### src/rtl/man_txdy.sv
// Manchester frame transmitter: DATA_NUM payload bits LSB first, a CCITT CRC-16 MSB first,
// then an idle-high gap. Every output is registered; txd idles high.
module man_txdy #(
  parameter int unsigned CLK_DIV  = 24,
  parameter int unsigned DATA_NUM = 50,
  parameter int unsigned CRC_NUM  = 48,
  parameter int unsigned GAP_HALF = 8
) (
  input  logic                clk,
  input  logic                reset,
  input  logic                start,
  input  logic [DATA_NUM-1:0] data_in,
  output logic                txd,
  output logic                busy,
  output logic                done,
  output logic [15:0]         crc_out
);

  localparam int unsigned HalfW  = $clog2(CLK_DIV + 2);
  localparam int unsigned BitW   = ($clog2(DATA_NUM) > 4) ? $clog2(DATA_NUM) : 4;
  localparam int unsigned GapLen = GAP_HALF * (CLK_DIV + 1);
  localparam int unsigned GapW   = $clog2(GapLen + 1);
  localparam logic [15:0] Poly   = 16'h1021;

  typedef enum logic [1:0] {StIdle, StData, StCrc, StGap} state_e;

  state_e              state_q, state_d;
  logic [HalfW-1:0]    half_cnt_q, half_cnt_d;
  logic                phase_q, phase_d;
  logic [BitW-1:0]     bit_cnt_q, bit_cnt_d;
  logic [GapW-1:0]     gap_cnt_q, gap_cnt_d;
  logic [DATA_NUM-1:0] shift_q, shift_d;
  logic [15:0]         crc_q, crc_d;
  logic                txd_q, txd_d;
  logic                busy_q, busy_d;
  logic                done_q, done_d;

  logic        half_end, first_half_end, bit_end;
  logic        crc_cov;
  logic [15:0] crc_step, crc_new;
  logic [3:0]  crc_idx_cur, crc_idx_nxt;

  always_comb begin
    half_end       = (half_cnt_q == HalfW'(CLK_DIV));
    first_half_end = half_end & ~phase_q;
    bit_end        = half_end & phase_q;
    crc_cov        = (32'(bit_cnt_q) < CRC_NUM);
    crc_step       = {crc_q[14:0], 1'b0} ^ ((shift_q[0] ^ crc_q[15]) ? Poly : 16'h0000);
    crc_new        = crc_cov ? crc_step : crc_q;
    // CRC goes out MSB first, so bit index n selects crc_q[15-n]
    crc_idx_cur    = ~bit_cnt_q[3:0];
    crc_idx_nxt    = ~(bit_cnt_q[3:0] + 4'd1);
  end

  always_comb begin
    state_d    = state_q;
    half_cnt_d = half_cnt_q;
    phase_d    = phase_q;
    bit_cnt_d  = bit_cnt_q;
    gap_cnt_d  = gap_cnt_q;
    shift_d    = shift_q;
    crc_d      = crc_q;
    txd_d      = txd_q;
    busy_d     = busy_q;
    done_d     = 1'b0;

    unique case (state_q)
      StIdle: begin
        txd_d  = 1'b1;
        busy_d = 1'b0;
        if (start) begin
          state_d    = StData;
          shift_d    = data_in;
          crc_d      = 16'h0000;
          half_cnt_d = '0;
          phase_d    = 1'b0;
          bit_cnt_d  = '0;
          busy_d     = 1'b1;
          txd_d      = ~data_in[0];
        end
      end

      StData: begin
        half_cnt_d = half_end ? '0 : half_cnt_q + 1'b1;
        if (first_half_end) begin
          phase_d = 1'b1;
          txd_d   = shift_q[0];
        end else if (bit_end) begin
          phase_d = 1'b0;
          shift_d = shift_q >> 1;
          crc_d   = crc_new;
          if (bit_cnt_q == BitW'(DATA_NUM - 1)) begin
            state_d   = StCrc;
            bit_cnt_d = '0;
            txd_d     = ~crc_new[15];
          end else begin
            bit_cnt_d = bit_cnt_q + 1'b1;
            txd_d     = ~shift_q[1];
          end
        end
      end

      StCrc: begin
        half_cnt_d = half_end ? '0 : half_cnt_q + 1'b1;
        if (first_half_end) begin
          phase_d = 1'b1;
          txd_d   = crc_q[crc_idx_cur];
        end else if (bit_end) begin
          phase_d = 1'b0;
          if (bit_cnt_q[3:0] == 4'd15) begin
            state_d   = StGap;
            bit_cnt_d = '0;
            gap_cnt_d = '0;
            txd_d     = 1'b1;
          end else begin
            bit_cnt_d = bit_cnt_q + 1'b1;
            txd_d     = ~crc_q[crc_idx_nxt];
          end
        end
      end

      StGap: begin
        txd_d = 1'b1;
        if (gap_cnt_q == GapW'(GapLen - 1)) begin
          state_d   = StIdle;
          busy_d    = 1'b0;
          gap_cnt_d = '0;
        end else begin
          gap_cnt_d = gap_cnt_q + 1'b1;
          // registered pulse lands on the final gap cycle
          done_d    = (gap_cnt_q == GapW'(GapLen - 2));
        end
      end

      default: state_d = StIdle;
    endcase
  end

  always_ff @(posedge clk) begin
    if (reset) begin
      state_q    <= StIdle;
      half_cnt_q <= '0;
      phase_q    <= 1'b0;
      bit_cnt_q  <= '0;
      gap_cnt_q  <= '0;
      shift_q    <= '0;
      crc_q      <= 16'h0000;
      txd_q      <= 1'b1;
      busy_q     <= 1'b0;
      done_q     <= 1'b0;
    end else begin
      state_q    <= state_d;
      half_cnt_q <= half_cnt_d;
      phase_q    <= phase_d;
      bit_cnt_q  <= bit_cnt_d;
      gap_cnt_q  <= gap_cnt_d;
      shift_q    <= shift_d;
      crc_q      <= crc_d;
      txd_q      <= txd_d;
      busy_q     <= busy_d;
      done_q     <= done_d;
    end
  end

  assign txd     = txd_q;
  assign busy    = busy_q;
  assign done    = done_q;
  assign crc_out = crc_q;

endmodule
### config.mk
export PLATFORM = sky130hd
export DESIGN_NAME = man_txdy
export DESIGN_NICKNAME = d
export VERILOG_FILES = /design/src/rtl/man_txdy.sv
export SDC_FILE = /design/constraint.sdc
export NUM_CORES = 1
export LEC_CHECK = 0
export BUFFER_PORTS_ARGS = -buffer_cell sky130_fd_sc_hd__buf_2
export CORE_ASPECT_RATIO = 1.2
export CORE_UTILIZATION = 45
export CTS_CLUSTER_DIAMETER = 120
export DETAILED_ROUTE_END_ITERATION = 7
export HOLD_SLACK_MARGIN = 0.03
export PLACE_DENSITY = 0.68
export SLEW_MARGIN = 20
export SYNTH_ARGS = -nofsm -noshare
export SYNTH_HDL_FRONTEND = slang
export SYNTH_SLANG_ARGS = --single-unit
### constraint.sdc
create_clock -name clk -period 3.4 [get_ports clk]
set_input_delay 0 -clock clk [delete_from_list [all_inputs] [get_ports clk]]
set_output_delay 0 -clock clk [all_outputs]
set_load 0.05 [all_outputs]
==> run metrics, run 1 <==
status complete, no violations; Post-Route WL 10900 µm; synth unique cells 59; grt total ovfl 0; number of global-route vias before repair slightly below 4000; Worst-Skew Late Latency 0.34 ns; Final nets 661; Min-Delay Path Class input port to flip-flop; final setup skew between 0.005 and 0.006 ns; clk slew on worst S/H paths ~0.06 ns; Power Density just under 800 nW/µm²; CTS Sinks 91; WL/cell ~15 µm; Root Driver clkbuf_16; IO Port Bufs 71; r2r setup slk slightly below 0.9 ns; post-synth top area share a little under two fifths; sum of negative setup slack 0 ns; Core Footprint 10200 µm²; largest net degree at the start of global routing 102; row count 40; critical path arrival 2.79 ns; TritonCTS clock tree done; gr usage total 21.1%; max_slew headroom between 30% and 40%; crit start category flip-flop; Synth Register Bits 91; Vert. Die Dim roughly 110 µm; worst r2r dst bit_cnt_q[1]; HP Start data_in[19]; post-synthesis cell count just over 500; clk buf depth 2; TritonRoute pass-1 iters 4; Max Cap Violations 0; GP Congestion between 0.8 and 0.9; # IOs slightly above 70; initial drt markers approximately 170; PostCTS Resize Cnt 0; Die W 95.8 µm; minimum clock period roughly 2.5 ns; Crit Path Class flip-flop to flip-flop; fraction of layout instances using a drive strength above 1 a little under a fifth; EDFF count, synth 0; first-pass GRT wire length ~18000 µm; DIE AREA approximately 11000 µm²; ys async rst share 0%; RSZ-0062 raised after global routing false; final worst slack approximately 0.87 ns; Yosys warnings 0; period utilization 74.3%; Seq/Total Area, Yosys a little under two fifths; post-detail-place hpwl around 6800 µm; Worst setup EP type flip-flop; hold-critical path depth 3; post-synth net total 570; top_reg_cell synth dfxtp_1; TritonCTS Buffers 9; vias post-DR around 4000; Hold Path Sink shift_q[19]; reg2reg start state_q[1]; max frequency ~400 MHz; post-route ant nets 0; Lkg Pwr 2.29 nW; Max FO, Critical Path 9; WP data required around 3.7 ns; max-slew violations 0; Synth Cell Area roughly 4700 µm²; top cells by area, synth dfxtp_1 38%, mux2i_1 13%, a211oi_1 8.4%; antenna diode count 0; Fin. Hold Viols 0; Reg2Reg Depth 7; top cell type by total area after synthesis dfxtp_1; Finish-stage setup viols 0; H-tree depth 3; slew of the pin with the lowest slew margin between 0.9 and 1 ns; Initial Utilization a little under half; Worst VDD drop 0.534 mV; syn avg cell area approximately 9.4 µm²; vias per inst between 5 and 6; Area Growth Syn to Fin 23.9%; Remaining DRCs 0; dpl ws roughly 0.94 ns; initial antenna violation count 0
## where the power goes
group	leakage [nW]	internal, mW	switching (mW)
logic	1.39	0.773	1.07
registers	0.746	1.41	0.238
clock network	0.156	0.665	0.425
## cell usage in the layout (no fill, tap or decap), drive strengths merged, types with 7 or more instances in the layout
master        n
a211oi       53
a21oi        18
and2         19
buf          75
clkbuf       10
dfxtp        91
dlygate4sd3  45
ha           11
inv          14
mux2i        64
mux4          8
nand2        11
nand3        13
nand4         7
nor2         82
o21ai         7
xnor2        15
## state kept, by name, indices dropped and copies added (netlist names), 2 cells and up
signal	cells
shift_q	50
crc_out	16
gap_cnt_q	8
bit_cnt_q	6
half_cnt_q	5
state_q	2
## critical path, stage by stage (launching register included)
cell and delay [ns]:
dfxtp_1 0.33, inv_1 0.10, ha_1 0.25, nor2b_1 0.61, or2_0 0.56, nor2_2 0.16, a21o_1 0.23, a211oi_1 0.20
## final cells by class
class                           count  area (µm²)
Fill cell                         858        4280
Multi-Input combinational cell    363        2690
Sequential cell                    91        1820
Timing Repair Buffer              120         848
Clock buffer                       10         239
Tap cell                          126         158
Clock inverter                      5        85.1
Inverter                           12        45.0
## how the worst max path moves through the flow
stage / end / cells after the start / from / slack [ns]
finish: bit_cnt_q[1] / 7 / state_q[1] / 0.87
global route: bit_cnt_q[1] / 7 / state_q[0] / 0.65
CTS: bit_cnt_q[1] / 7 / state_q[1] / 0.91
detailed placement: bit_cnt_q[1] / 7 / state_q[1] / 0.94
global placement: gap_cnt_q[2] / 5 / bit_cnt_q[1] / 1.04
floorplan: txd / 9 / bit_cnt_q[1] / 1.30
## layer usage
layer  up-vias  part of all wire, %  GRT usage (%)
met5         -                    0              0
met4         0                  2.3           9.45
met3        18                  3.7           3.92
met2        87                   49           36.3
met1      1897                   45           25.2
li1       2007                    -              -
## cells in the mapped netlist (all sizes together), types with 8 or more instances
cell	number
a21oi	18
mux2i	64
clkbuf	16
and2	19
dfxtp	91
a211oi	53
xnor2	15
nand2	11
inv	12
nand3	13
buf	24
mux4	8
nor2	82
ha	11
## kinds of logic after synthesis
logic type	after synthesis	share of synthesized area, %
buffers and inverters	52	5.32
muxes	73	17.6
AOI/OAI and AO/OA	97	14.6
and+or+nand+nor	166	18.2
DFF	91	38.4
adders and majority gates	11	2.90
xor gates and xnor gates	16	2.95
## per-stage QoR
stage	area (µm²)	hold WS [ns]	power, mW	cells	util, %
floorplan	4750	0.164	3.16	506	-
global placement	5110	0.288	3.37	667	50.3
detailed placement	5110	0.284	3.44	667	50.3
CTS	5880	0.0321	4.58	727	57.9
global route	5880	0.0461	4.89	727	57.9
finish	5880	0.0282	4.59	727	57.9
## what timing repair did
action                                  in CTS  in global routing
buffers inserted                             0                  0
hold buffers                                45                  0
endpoints found under the setup margin       0                  0
endpoints found under the hold margin       45                  0
Power figures use the tool's default switching activity.
==> inputs of run 2 (changes only) <==
ABC_AREA = 1   (was not set)
clock period = 2.6 ns   (was 3.4 ns; I/O delays follow)
==> run 2 against run 1 <==
Compared with the run above: non-clock buffer count grew 3; clock skew is essentially flat; cell area is 0.98% higher; cell count is 34% higher; utilization grew 0.57 points; first-iteration DRC count up 57%; register-to-register slack lost 0.58 ns; synthesized area increased by 0.55%; setup slack worse by 0.58 ns; sequential cell count is the same; hold slack improved by 0.011 ns; highest routed layer unchanged.
==> run metrics, run 2 <==
GP Congestion 0.918 (was 0.867); Post-Route WL 12400 µm (was 10900 µm); top cell type by total area after synthesis dfxtp_1 (unchanged); ys async rst share 0% (unchanged); # IOs 72 (unchanged); worst path cell trace inv_1 > ha_2 > clkinv_2 > buf_4 > a21oi_1 > a31oi_1 > dlygate4sd3_1 > nand2_1 > nand2_1 (was inv_1 > ha_1 > nor2b_1 > or2_0 > nor2_2 > a21o_1 > a211oi_1); Power, Total 7.50 mW (was 4.59 mW); Root Driver clkbuf_16 (unchanged); row count 40 (unchanged); critical path arrival 2.60 ns (was 2.79 ns); Worst-Skew Late Latency 0.34 ns (about the same); Lkg Pwr 2.81 nW (was 2.29 nW); top_reg_cell synth dfxtp_1 (unchanged); TritonCTS clock tree done (unchanged); number of global-route vias before repair 4588 (was 3970); Synth Register Bits 91 (unchanged); Top reg by flops shift_q (unchanged); antenna diode count 0 (unchanged); most frequent cells in the layout 242 x nand2_1, 117 x nor2_1, 91 x dfxtp_1 (was 91 x dfxtp_1, 81 x nor2_1, 71 x buf_2); post-CTS setup buffer count 0 (unchanged); top cells by area, synth dfxtp_1 38%, nand2_1 19%, nor2_1 9.2% (was dfxtp_1 38%, mux2i_1 13%, a211oi_1 8.4%); largest net degree at the start of global routing 55 (was 102); slowest stage delay, CP 0.57 ns (was 0.61 ns); crit start category flip-flop (unchanged); max frequency 434 MHz (was 396 MHz); TritonCTS Buffers 9 (unchanged); CP delay by family, top buffers and inverters (was simple AND/OR/NAND/NOR gates); Finish-stage setup viols 0 (unchanged); Max Cap Violations 0 (unchanged); post-synthesis cell count 743 (was 506); Synth Cell Area 4770 µm² (was 4750 µm²); Inst Count DP 912 (was 667); final instance area 5940 µm² (was 5880 µm²); DIE AREA 11000 µm² (about the same); vias post-DR 5027 (was 4009); Vert. Die Dim 115 µm (about the same); Area Growth Syn to Fin 24.4% (was 23.9%); Crit-path slowest cell dlygate4sd3_1 (was nor2b_1); PostCTS Resize Cnt 0 (unchanged); Initial Utilization 47.0% (was 46.7%); Power Density 1260 nW/µm² (was 779 nW/µm²); fraction of layout instances using a drive strength above 1 12.7% (was 18.6%); clk slew on worst S/H paths 0.07 ns (was 0.06 ns); H-tree depth 3 (unchanged); syn avg cell area 6.43 µm² (was 9.38 µm²); post-route ant nets 0 (unchanged); WP data required 2.89 ns (was 3.66 ns); TritonRoute pass-1 iters 5 (was 4); post-synth net total 807 (was 570); WL/cell 12.7 µm (was 15.0 µm); CP Buf/Inv Count 4 (was 1); grt total ovfl 0 (unchanged); first-pass GRT wire length 20400 µm (was 18400 µm); vias per inst 5.18 (was 5.51); post-detail-place hpwl 7900 µm (was 6790 µm); Commonest cells post-synth 242 x nand2_1, 117 x nor2_1, 91 x dfxtp_1 (was 91 x dfxtp_1, 81 x nor2_1, 64 x mux2i_1); Fin. Hold Viols 0 (unchanged); CTS Sinks 91 (unchanged); post-synth top area share 38.2% (was 38.4%); initial drt markers 259 (was 165); Reg area 1820 µm² (unchanged); Remaining DRCs 0 (unchanged); status complete, no violations (unchanged); Largest register FFs 50 (unchanged); slew of the pin with the lowest slew margin 0.496 ns (was 0.977 ns); non-filler instance count after layout 971 (was 727); Die W 96.0 µm (was 95.8 µm); commonest non-fill, non-tap cell in the layout nand2_1 (was dfxtp_1); max_slew headroom 66.9% (was 34.8%); Fill cells 969 (was 858); Final nets 904 (was 661); Crit Path Class flip-flop to flip-flop (unchanged); Worst VDD drop 0.963 mV (was 0.534 mV); minimum clock period 2.31 ns (was 2.53 ns); post-place instance area 5190 µm² (was 5110 µm²); synth unique cells 31 (was 59); sum of negative setup slack 0 ns (unchanged); gr usage total 23.4% (was 21.1%); Max FO, Critical Path 45 (was 9); Core Footprint 10200 µm² (unchanged); Post-CTS Hold Buffers 43 (was 45); clk buf depth 2 (unchanged); RSZ-0062 raised after global routing false (unchanged); cell with the most instances on the worst path nand2_1; IO Port Bufs 71 (unchanged); final setup skew 0.00584 ns (was 0.00550 ns); EDFF count, synth 0 (unchanged); initial antenna violation count 0 (unchanged); Seq/Total Area, Yosys 38.2% (was 38.4%); max-slew violations 0 (unchanged); cell with the most instances after synthesis nand2_1 (was dfxtp_1); period utilization 88.7% (was 74.3%); Min-Delay Path Class input port to flip-flop (unchanged); Yosys warnings 0 (unchanged); multi-input logic area 2570 µm² (was 2690 µm²); Worst setup EP type flip-flop (unchanged)
==> run 2: changes by cell type in the layout (fill, tap and decap cells not counted), moves of 29 or more <==
cell / delta
nand3_1: +29
nor2_1: +36
inv_1: +38
a211oi_1: -36
mux2i_1: -64
nand2_1: +231
o21ai_0: +58
==> run 2: area by class of cell <==
type                            count  area share (%)
Timing Repair Buffer              123            14.6
Sequential cell                    91            30.7
Inverter                           54            3.43
Tap cell                          126            2.65
Multi-Input combinational cell    561            43.3
Clock inverter                      4           0.927
Clock buffer                       12            4.49
==> run 2: layer usage <==
metal	vias up	share of wire, %	global-route usage (%)
met2	150	50	40.4
li1	2565	-	-
met3	30	5.1	4.83
met5	-	0	0
met4	0	2.6	9.65
met1	2282	43	27.9
==> run 2: worst reg2reg max path, stage by stage (launching register included) <==
cell	delay (ns)
dfxtp_1	0.36
inv_1	0.08
ha_2	0.22
clkinv_2	0.14
buf_4	0.43
a21oi_1	0.19
a31oi_1	0.16
dlygate4sd3_1	0.57
nand2_1	0.06
nand2_1	0.05
==> run 2: final timing paths <==
check                    from  cells past startpoint           to  slack [ns]
setup / recovery   state_q[1]                      9          txd        0.29
hold / removal    data_in[23]                      5  shift_q[23]        0.04
setup reg to reg   state_q[1]                      9          txd        0.29
hold reg to reg   shift_q[49]                      2  shift_q[49]        0.47
==> run 2: logic make-up (layout without fill, tap and decap cells) <==
logic type,count (synthesis),count (layout),share of synthesized area [%]
xor gates and xnor gates,7,7,1.28
buffers and inverters,91,193,8.04
adders and majority gates,11,11,2.88
DFF,91,91,38.2
and+or+nand+nor,418,418,35.1
AOI/OAI and AO/OA,125,125,14.5
==> run 2: stage by stage <==
stage	setup WS [ns]	hold slack, ns	utilization [%]
floorplan	0.884	0.0785	-
finish	0.295	0.0388	58.5
detailed placement	0.567	0.292	51.1
CTS	0.314	0.0338	58.5
global route	0.108	0.0716	58.5
global placement	0.631	0.291	51.1
==> run 2: where the power goes <==
group | internal [mW] | total, mW | leakage [nW] | switching, mW
Clock | 0.831 | 1.39 | 0.156 | 0.561
Combinational | 1.20 | 3.83 | 1.90 | 2.63
Sequential | 1.91 | 2.28 | 0.749 | 0.370
